**config.mk**
```make
export PLATFORM = sky130hd
export DESIGN_NAME = ppt_controller
export DESIGN_NICKNAME = d
export VERILOG_FILES = /design/src/rtl/ppt_controller.sv
export SDC_FILE = /design/constraint.sdc
export NUM_CORES = 1
export LEC_CHECK = 0
export BUFFER_PORTS_ARGS = -buffer_cell sky130_fd_sc_hd__buf_2
export CORE_ASPECT_RATIO = 0.9
export CORE_MARGIN = 5
export CORE_UTILIZATION = 49
export DETAILED_ROUTE_END_ITERATION = 8
export PLACE_DENSITY = 0.67
export RECOVER_POWER = 25
export SETUP_SLACK_MARGIN = 0.15
export SLEW_MARGIN = 25
export SYNTH_ARGS = -nofsm -noshare
export SYNTH_HDL_FRONTEND = slang
export SYNTH_SLANG_ARGS = --single-unit
```
**constraint.sdc**
```tcl
create_clock -name clk -period 6.9 [get_ports clk]
set_input_delay 0.69 -clock clk [delete_from_list [all_inputs] [get_ports clk]]
set_output_delay 0.69 -clock clk [all_outputs]
set_load 0.005 [all_outputs]
```
**src/rtl/ppt_controller.sv**
```systemverilog
// Pulsed-plasma-thruster fire controller: prescaled HIGH/LOW pulse train of a latched count.
// Latency: start request in IDLE -> ppt_out high after the next rising clk edge; phase timing in prescaler ticks.
// Backpressure: none; run_ppt is a level enable, deasserting it aborts to IDLE on the next edge.
// Optional feature macro: PPT_CONTINUOUS_EN (a latched count of 0 fires indefinitely).
module ppt_controller (
    input  logic        clk,
    input  logic        rstn,
    input  logic [4:0]  clk_div,
    input  logic [15:0] period,
    input  logic [15:0] width,
    input  logic [15:0] count,
    input  logic        run_ppt,
    output logic        ppt_out,
    output logic [15:0] count_done,
    output logic        done
);

`ifdef PPT_CONTINUOUS_EN
    localparam bit CONT_EN = 1'b1;
`else
    localparam bit CONT_EN = 1'b0;
`endif

    typedef enum logic [1:0] {
        IDLE     = 2'd0,
        HIGH     = 2'd1,
        LOW      = 2'd2,
        FINISHED = 2'd3
    } state_t;

    state_t      state_q, state_d;
    logic [31:0] presc_q, presc_d;
    logic [15:0] tcnt_q, tcnt_d;
    logic [4:0]  div_q, div_d;
    logic [15:0] period_q, period_d;
    logic [15:0] width_q, width_d;
    logic [15:0] count_q, count_d;
    logic [15:0] count_done_q, count_done_d;
    logic        ppt_out_q, ppt_out_d;
    logic        done_q, done_d;

    logic [31:0] presc_mask;
    logic        tick;
    logic [15:0] high_len;
    logic [15:0] low_len;
    logic        more_pulses;

    // Phase timing derived from the latched configuration only.
    always_comb begin
        // tick fires when the prescaler reaches 2^(div+1)-1, i.e. every 2^(div+1) cycles
        presc_mask  = 32'hFFFF_FFFF >> (5'd31 - div_q);
        tick        = (presc_q == presc_mask);
        // width 0 still produces a one-tick pulse
        high_len    = (width_q == 16'd0) ? 16'd1 : width_q;
        // guarded subtraction: never underflows when width >= period
        low_len     = (period_q > width_q) ? (period_q - width_q) : 16'd1;
        // continuous mode treats a latched count of zero as "never stop"
        more_pulses = (CONT_EN && (count_q == 16'd0)) || (count_done_q < count_q);
    end

    // Next-state and datapath updates; outputs registered from the next state.
    always_comb begin
        state_d      = state_q;
        presc_d      = presc_q;
        tcnt_d       = tcnt_q;
        div_d        = div_q;
        period_d     = period_q;
        width_d      = width_q;
        count_d      = count_q;
        count_done_d = count_done_q;

        case (state_q)
            IDLE: begin
                presc_d = 32'd0;
                tcnt_d  = 16'd0;
                if (run_ppt) begin
                    div_d        = clk_div;
                    period_d     = period;
                    width_d      = width;
                    count_d      = count;
                    count_done_d = 16'd0;
                    if ((count == 16'd0) && !CONT_EN) begin
                        state_d = FINISHED;
                    end else begin
                        state_d = HIGH;
                    end
                end
            end

            HIGH: begin
                if (!run_ppt) begin
                    // abort: the partial pulse is not counted
                    state_d = IDLE;
                    presc_d = 32'd0;
                    tcnt_d  = 16'd0;
                end else begin
                    presc_d = tick ? 32'd0 : (presc_q + 32'd1);
                    if (tick) begin
                        if (tcnt_q == (high_len - 16'd1)) begin
                            tcnt_d       = 16'd0;
                            count_done_d = count_done_q + 16'd1;
                            state_d      = LOW;
                        end else begin
                            tcnt_d = tcnt_q + 16'd1;
                        end
                    end
                end
            end

            LOW: begin
                if (!run_ppt) begin
                    state_d = IDLE;
                    presc_d = 32'd0;
                    tcnt_d  = 16'd0;
                end else begin
                    presc_d = tick ? 32'd0 : (presc_q + 32'd1);
                    if (tick) begin
                        if (tcnt_q == (low_len - 16'd1)) begin
                            tcnt_d  = 16'd0;
                            state_d = more_pulses ? HIGH : FINISHED;
                        end else begin
                            tcnt_d = tcnt_q + 16'd1;
                        end
                    end
                end
            end

            FINISHED: begin
                presc_d = 32'd0;
                tcnt_d  = 16'd0;
                if (!run_ppt) begin
                    state_d = IDLE;
                end
            end

            default: begin
                state_d = IDLE;
            end
        endcase

        ppt_out_d = (state_d == HIGH);
        done_d    = (state_d == FINISHED);
    end

    // State and datapath registers; reset clears everything asynchronously.
    always_ff @(posedge clk or negedge rstn) begin
        if (!rstn) begin
            state_q      <= IDLE;
            presc_q      <= 32'd0;
            tcnt_q       <= 16'd0;
            div_q        <= 5'd0;
            period_q     <= 16'd0;
            width_q      <= 16'd0;
            count_q      <= 16'd0;
            count_done_q <= 16'd0;
            ppt_out_q    <= 1'b0;
            done_q       <= 1'b0;
        end else begin
            state_q      <= state_d;
            presc_q      <= presc_d;
            tcnt_q       <= tcnt_d;
            div_q        <= div_d;
            period_q     <= period_d;
            width_q      <= width_d;
            count_q      <= count_d;
            count_done_q <= count_done_d;
            ppt_out_q    <= ppt_out_d;
            done_q       <= done_d;
        end
    end

    assign ppt_out    = ppt_out_q;
    assign count_done = count_done_q;
    assign done       = done_q;

endmodule
```
# Word-level counts from Yosys, hierarchy flattened
# Index checks and enable logic that the tools add are counted.
# W data, S select, Z words.
# totals
reg_bits	121
output_inout_bits	18
word_cells	71
# classes
n_reduce_logical	9
mux	28
n_addsub	7
n_shift	1
magnitude_cmp	2
eq_ne	14
# op_table
op	n
$mux W16	12
$mux W32	2
$pmux W32 S2	1
$pmux W16 S3	1
$add A16 B1 Y16 const B	2
$add A32 B1 Y32 const B	1
$eq A16 B16 Y1	2
$eq A32 B32 Y1	1
$logic_not A16 Y1	2
$pmux W16 S2	1
$shr A32 B5 Y32 const A	1
$sub A16 B1 Y16 const B	2
$mux W2	10
$gt A16 B16 Y1	1
$lt A16 B16 Y1	1
$sub A16 B16 Y16	1
$ne A2 B2 Y1 const B	4
$pmux W2 S4	1
$eq A2 B2 Y1 const B	3
$ne A3 B3 Y1 const B	2
$reduce_and A5 Y1	1
$sub A5 B5 Y5 const A	1
$eq A2 B1 Y1 const B	2
$reduce_and A2 Y1	2
other kinds (3)	4

# Longest topological paths before layout
# depth
ltp_word	9
depth_mapped	24
ltp_nobuf	21

# Worst setup path after synthesis
# OpenSTA, ideal clock, no wires.
# synth_timing
kind	reg2reg
from	register width_q[0]
to	register tcnt_q[0]
path_buffers	4
arrival_ps	4910
stages_incl_launch_ff	23
setup_time_ps	125
path_slack_ps	1866
cell_sequence	dfrtp_1 > ha_1 > fa_1 > and2b_4 > o211ai_2 > a21boi_2 > o21a_1 > clkbuf_1 > and2_1 > ha_1 > clkbuf_1 > clkbuf_1 > nand2_1 > a21oi_1 > nor3_1 > a221oi_1 > o211ai_1 > a2111oi_0 > nand4_1 > o41ai_2 > o221ai_2 > buf_6 > mux2_2
# synth_between
elab_chain_len	8
elab_cells_between_ends	16
# synth_rtl
element	line	rtl
from (decl)	36	logic [15:0] width_q, width_d;
from (signal assigned)	164	width_q <= width_d;
$sub A16 B16 Y16, or another cell as far along	56	low_len = (period_q > width_q) ? (period_q - width_q) : 16'd1;
$mux W16 (on tied branches)	56, 54	
$sub A16 B1 Y16 (on tied branches)	118, 99	
$eq A16 B16 Y1 (on tied branches)	118, 99	
$mux W16 (on tied branches)	118, 99	
$mux W16 (on tied branches)	117, 98	
$mux W16 (on tied branches)	111, 91	
$pmux W16 S3 *	72	case (state_q)
to (signal assigned)	161	tcnt_q <= tcnt_d;
to (decl)	33	logic [15:0] tcnt_q, tcnt_d;
# Every way passes the cells marked *; elsewhere a longest branch is shown, timed or not. The select of a mux whose other input is x is not followed.
# A chain may end at the register's enable or synchronous reset.

# Worst setup path after layout
# Ends and elaborated chain as after synthesis.

==> impl_metrics.env <==
export IMPL_postCtsSetupBuffers=0
export IMPL_antenna_found_initial=0
export IMPL_yosys_area_share_simple_pct=22.82
export IMPL_maxSlewViolCount=54
export IMPL_crit_start="width_q[0]"
export IMPL_wirelength_mm=25.16
export IMPL_synth_compound_area_share_pct=19.39
export IMPL_power_mw=4.903
export IMPL_viasPerCell=6.060
export IMPL_ys_async_sr_fraction_pct=100.0
export IMPL_status="complete, but fails checks"
export IMPL_crit_arrival_ps=6050
export IMPL_area_delta_synth_final_pct=11.44
export IMPL_ant_nets=0
export IMPL_final_nets=1227
export IMPL_hold_path_startpoint="clk_div[4]"
export IMPL_io_pin_count=74
export IMPL_startpoint_type="flop"
export IMPL_post_cts_resize_count=0
export IMPL_place_gp_congestion=0.9149
export IMPL_drc=0
export IMPL_hold_slack_ps=491.8
export IMPL_crit_type="flop to flop"
export IMPL_clockBufferDepth=2
export IMPL_drt_iter0_drc=687
export IMPL_die_w_um=156.1
export IMPL_synth_edf_count=0
export IMPL_first_global_vias=8132
export IMPL_power_leakage_nw=4.446
export IMPL_wl_per_cell_um=18.05
export IMPL_clock_latency_ps=430
export IMPL_yosysWarnings=0
export IMPL_dpl_hpwl_mm=18.38
export IMPL_cts_hold_buf=0
export IMPL_power_density_nw_per_um2=467.6
export IMPL_finalCritPeriodShare_pct=83.19
export IMPL_worst_setup_hold_path_clk_slew_ps=60
export IMPL_hold_depth=2
export IMPL_clock_root_buffer="clkbuf_16"
export IMPL_grt_usage_pct=23.33
export IMPL_dr_max_layer_used="met4"
export IMPL_synth_xor_xnor_area_share_pct=7.540
export IMPL_crit_required_ps=7210
export IMPL_worst_r2r_cell_count=19
export IMPL_end_kind="flop"
export IMPL_die_y_um=141.5
export IMPL_final_util_pct=55.07
export IMPL_multiInputGateArea_um2=5913
export IMPL_start_util_pct=49.42
export IMPL_ir_drop_uv=246.2
export IMPL_synth_seq_cells=121
export IMPL_ys_dominant_reg_cell="dfrtp_1"
export IMPL_synth_most_common_cell="dfrtp_1"
export IMPL_drv_cap=1
export IMPL_path_max_fanout=27
export IMPL_syn_area_um2=9409
export IMPL_ys_seq_area_share_pct=32.18
export IMPL_gr_total_overflow=0
export IMPL_yosysTopAreaCell="dfrtp_1"
export IMPL_grt_start_max_net_pins=70
export IMPL_synth_top_family_by_area="simple AND/OR/NAND/NOR gates"
export IMPL_hold_violations=0
export IMPL_routedLengthMet1_mm=11.62
export IMPL_slew_headroom_pct=-83.70
export IMPL_syn_num_nets=1188
export IMPL_num_rows=48
export IMPL_die_area_um2=22080
export IMPL_ff_latch_area_um2=3028
export IMPL_clock_sinks=121
export IMPL_wl_met2_mm=11.93
export IMPL_synthMuxAreaShare_pct=7.367
export IMPL_synthAdderAreaFrac_pct=5.532
export IMPL_hold_class="input port to flop"
export IMPL_drt_first_pass_iters=5
export IMPL_grt_pass1_wl_mm=41.97
export IMPL_cts_tree="done"
export IMPL_rsz0062_at_grt="no"
export IMPL_core_um2=19040
export IMPL_worst_pin_slew_ps=2755
export IMPL_clock_skew_ps=13.59
export IMPL_synth_distinct_cells=90
export IMPL_failed_checks="max-capacitance violations, max-slew violations"
export IMPL_htreeDepth=4
export IMPL_clock_fmax_ghz=0.1742
export IMPL_io_buffers=73
export IMPL_synth_top_area_share_pct=32.18
export IMPL_synth_cells=1091
export IMPL_fillers=1727
export IMPL_numCtsBuffers=17
export IMPL_r2r_start="width_q[0]"
export IMPL_synthTopCellsByArea="dfrtp_1, mux2_2, ha_1, xnor2_1, nor2_1"
export IMPL_drive_gt1_share_pct=17.24
export IMPL_vias=8448
export IMPL_tns_ps=0
export IMPL_avgSynthCellArea_um2=8.624
export IMPL_min_period_ps=5740
export IMPL_finalSetupViolCount=0
export IMPL_wl_met3_mm=1.053
export IMPL_r2r_slack_ps=1160
export IMPL_yosys_top_cells_count="dfrtp_1, nor2_1, nand2_1"
-- registers in the layout, indices dropped and copies added (netlist names) --
signal and count:
presc_q 32, count_done 16, count_q 16, period_q 16
tcnt_q 16, width_q 16, div_q 5, state_q 2
done 1, ppt_out 1
-- cell families after synthesis --
| group | count (synthesis) |
|---|---|
| and+or+nand+nor | 400 |
| AOI/OAI and AO/OA | 265 |
| buffers and inverters | 121 |
| DFF | 121 |
| xor gates and xnor gates | 81 |
| muxes | 62 |
| adders and majority gates | 41 |
-- power by group --
group | leakage (nW) | switching (mW) | total [mW] | internal [mW]
logic | 2.61 | 1.76 | 2.96 | 1.20
registers | 1.56 | 0.188 | 1.06 | 0.867
clock network | 0.275 | 0.404 | 0.886 | 0.481
-- area by class of cell --
type                       count  area share, %
antenna                        1        0.02387
clock buffer                  17          4.057
clock inverter                15          1.432
inverter                      60          2.148
multi-input combinational    849          56.40
sequential                   121          28.88
tap                          250          2.983
timing repair buffer          81          4.081
-- final timing paths --
path | end
max | tcnt_q[0]
max in group asynchronous | presc_q[1]
min reg2reg | count_q[10]
min in group asynchronous | period_q[1]
min | div_q[4]
max reg2reg | tcnt_q[0]
-- layout by cell type, fill, tap and decap left out, types with 15 or more instances in the layout --
master     Yosys  routed
dfrtp_1      121     121
nor2_1        86      85
buf_2         11      72
nand2_1       70      68
a21oi_1       60      60
inv_1         58      58
mux2_2        58      58
xnor2_1       54      54
o21ai_0       49      49
nand3_1       44      44
ha_1          40      40
nor3_1        37      37
xor2_1        27      27
a31oi_1       26      26
nand4_1       23      23
a21o_1        21      21
and3_1        21      21
nor4_1        18      18
clkbuf_16      0      17
nand2b_1      16      16
or3_1         15      15
-- critical path: stages (launching register included) --
cell and delay (ps):
dfrtp_1 430, ha_1 230, fa_1 440, and2b_4 320
o211ai_2 170, a21boi_2 260, o21a_1 160, buf_4 190
and2_1 150, ha_1 470, clkinv_1 380, a21oi_1 220
o21ai_0 90, a311oi_1 250, o211ai_1 130, a2111oi_0 290
nand4_1 240, o41ai_2 430, o221ai_4 380, mux2_2 380
-- metrics by stage --
step                      setup WS [ps]  area, µm²  instances
after floorplan                    1866       9409       1091
after CTS                          1074      10470       1393
after detailed placement           1100       9891       1361
after global placement             1226       9891       1361
final                              1160      10490       1394
after global routing              633.7      10480       1393
-- metal layers --
metal | vias up | track usage, %
li1 | 4095 | -
met5 | - | 0
met3 | 45 | 3.995
met2 | 254 | 37.72
met1 | 4054 | 32.10
met4 | 0 | 7.094
Power figures use the tool's default switching activity.
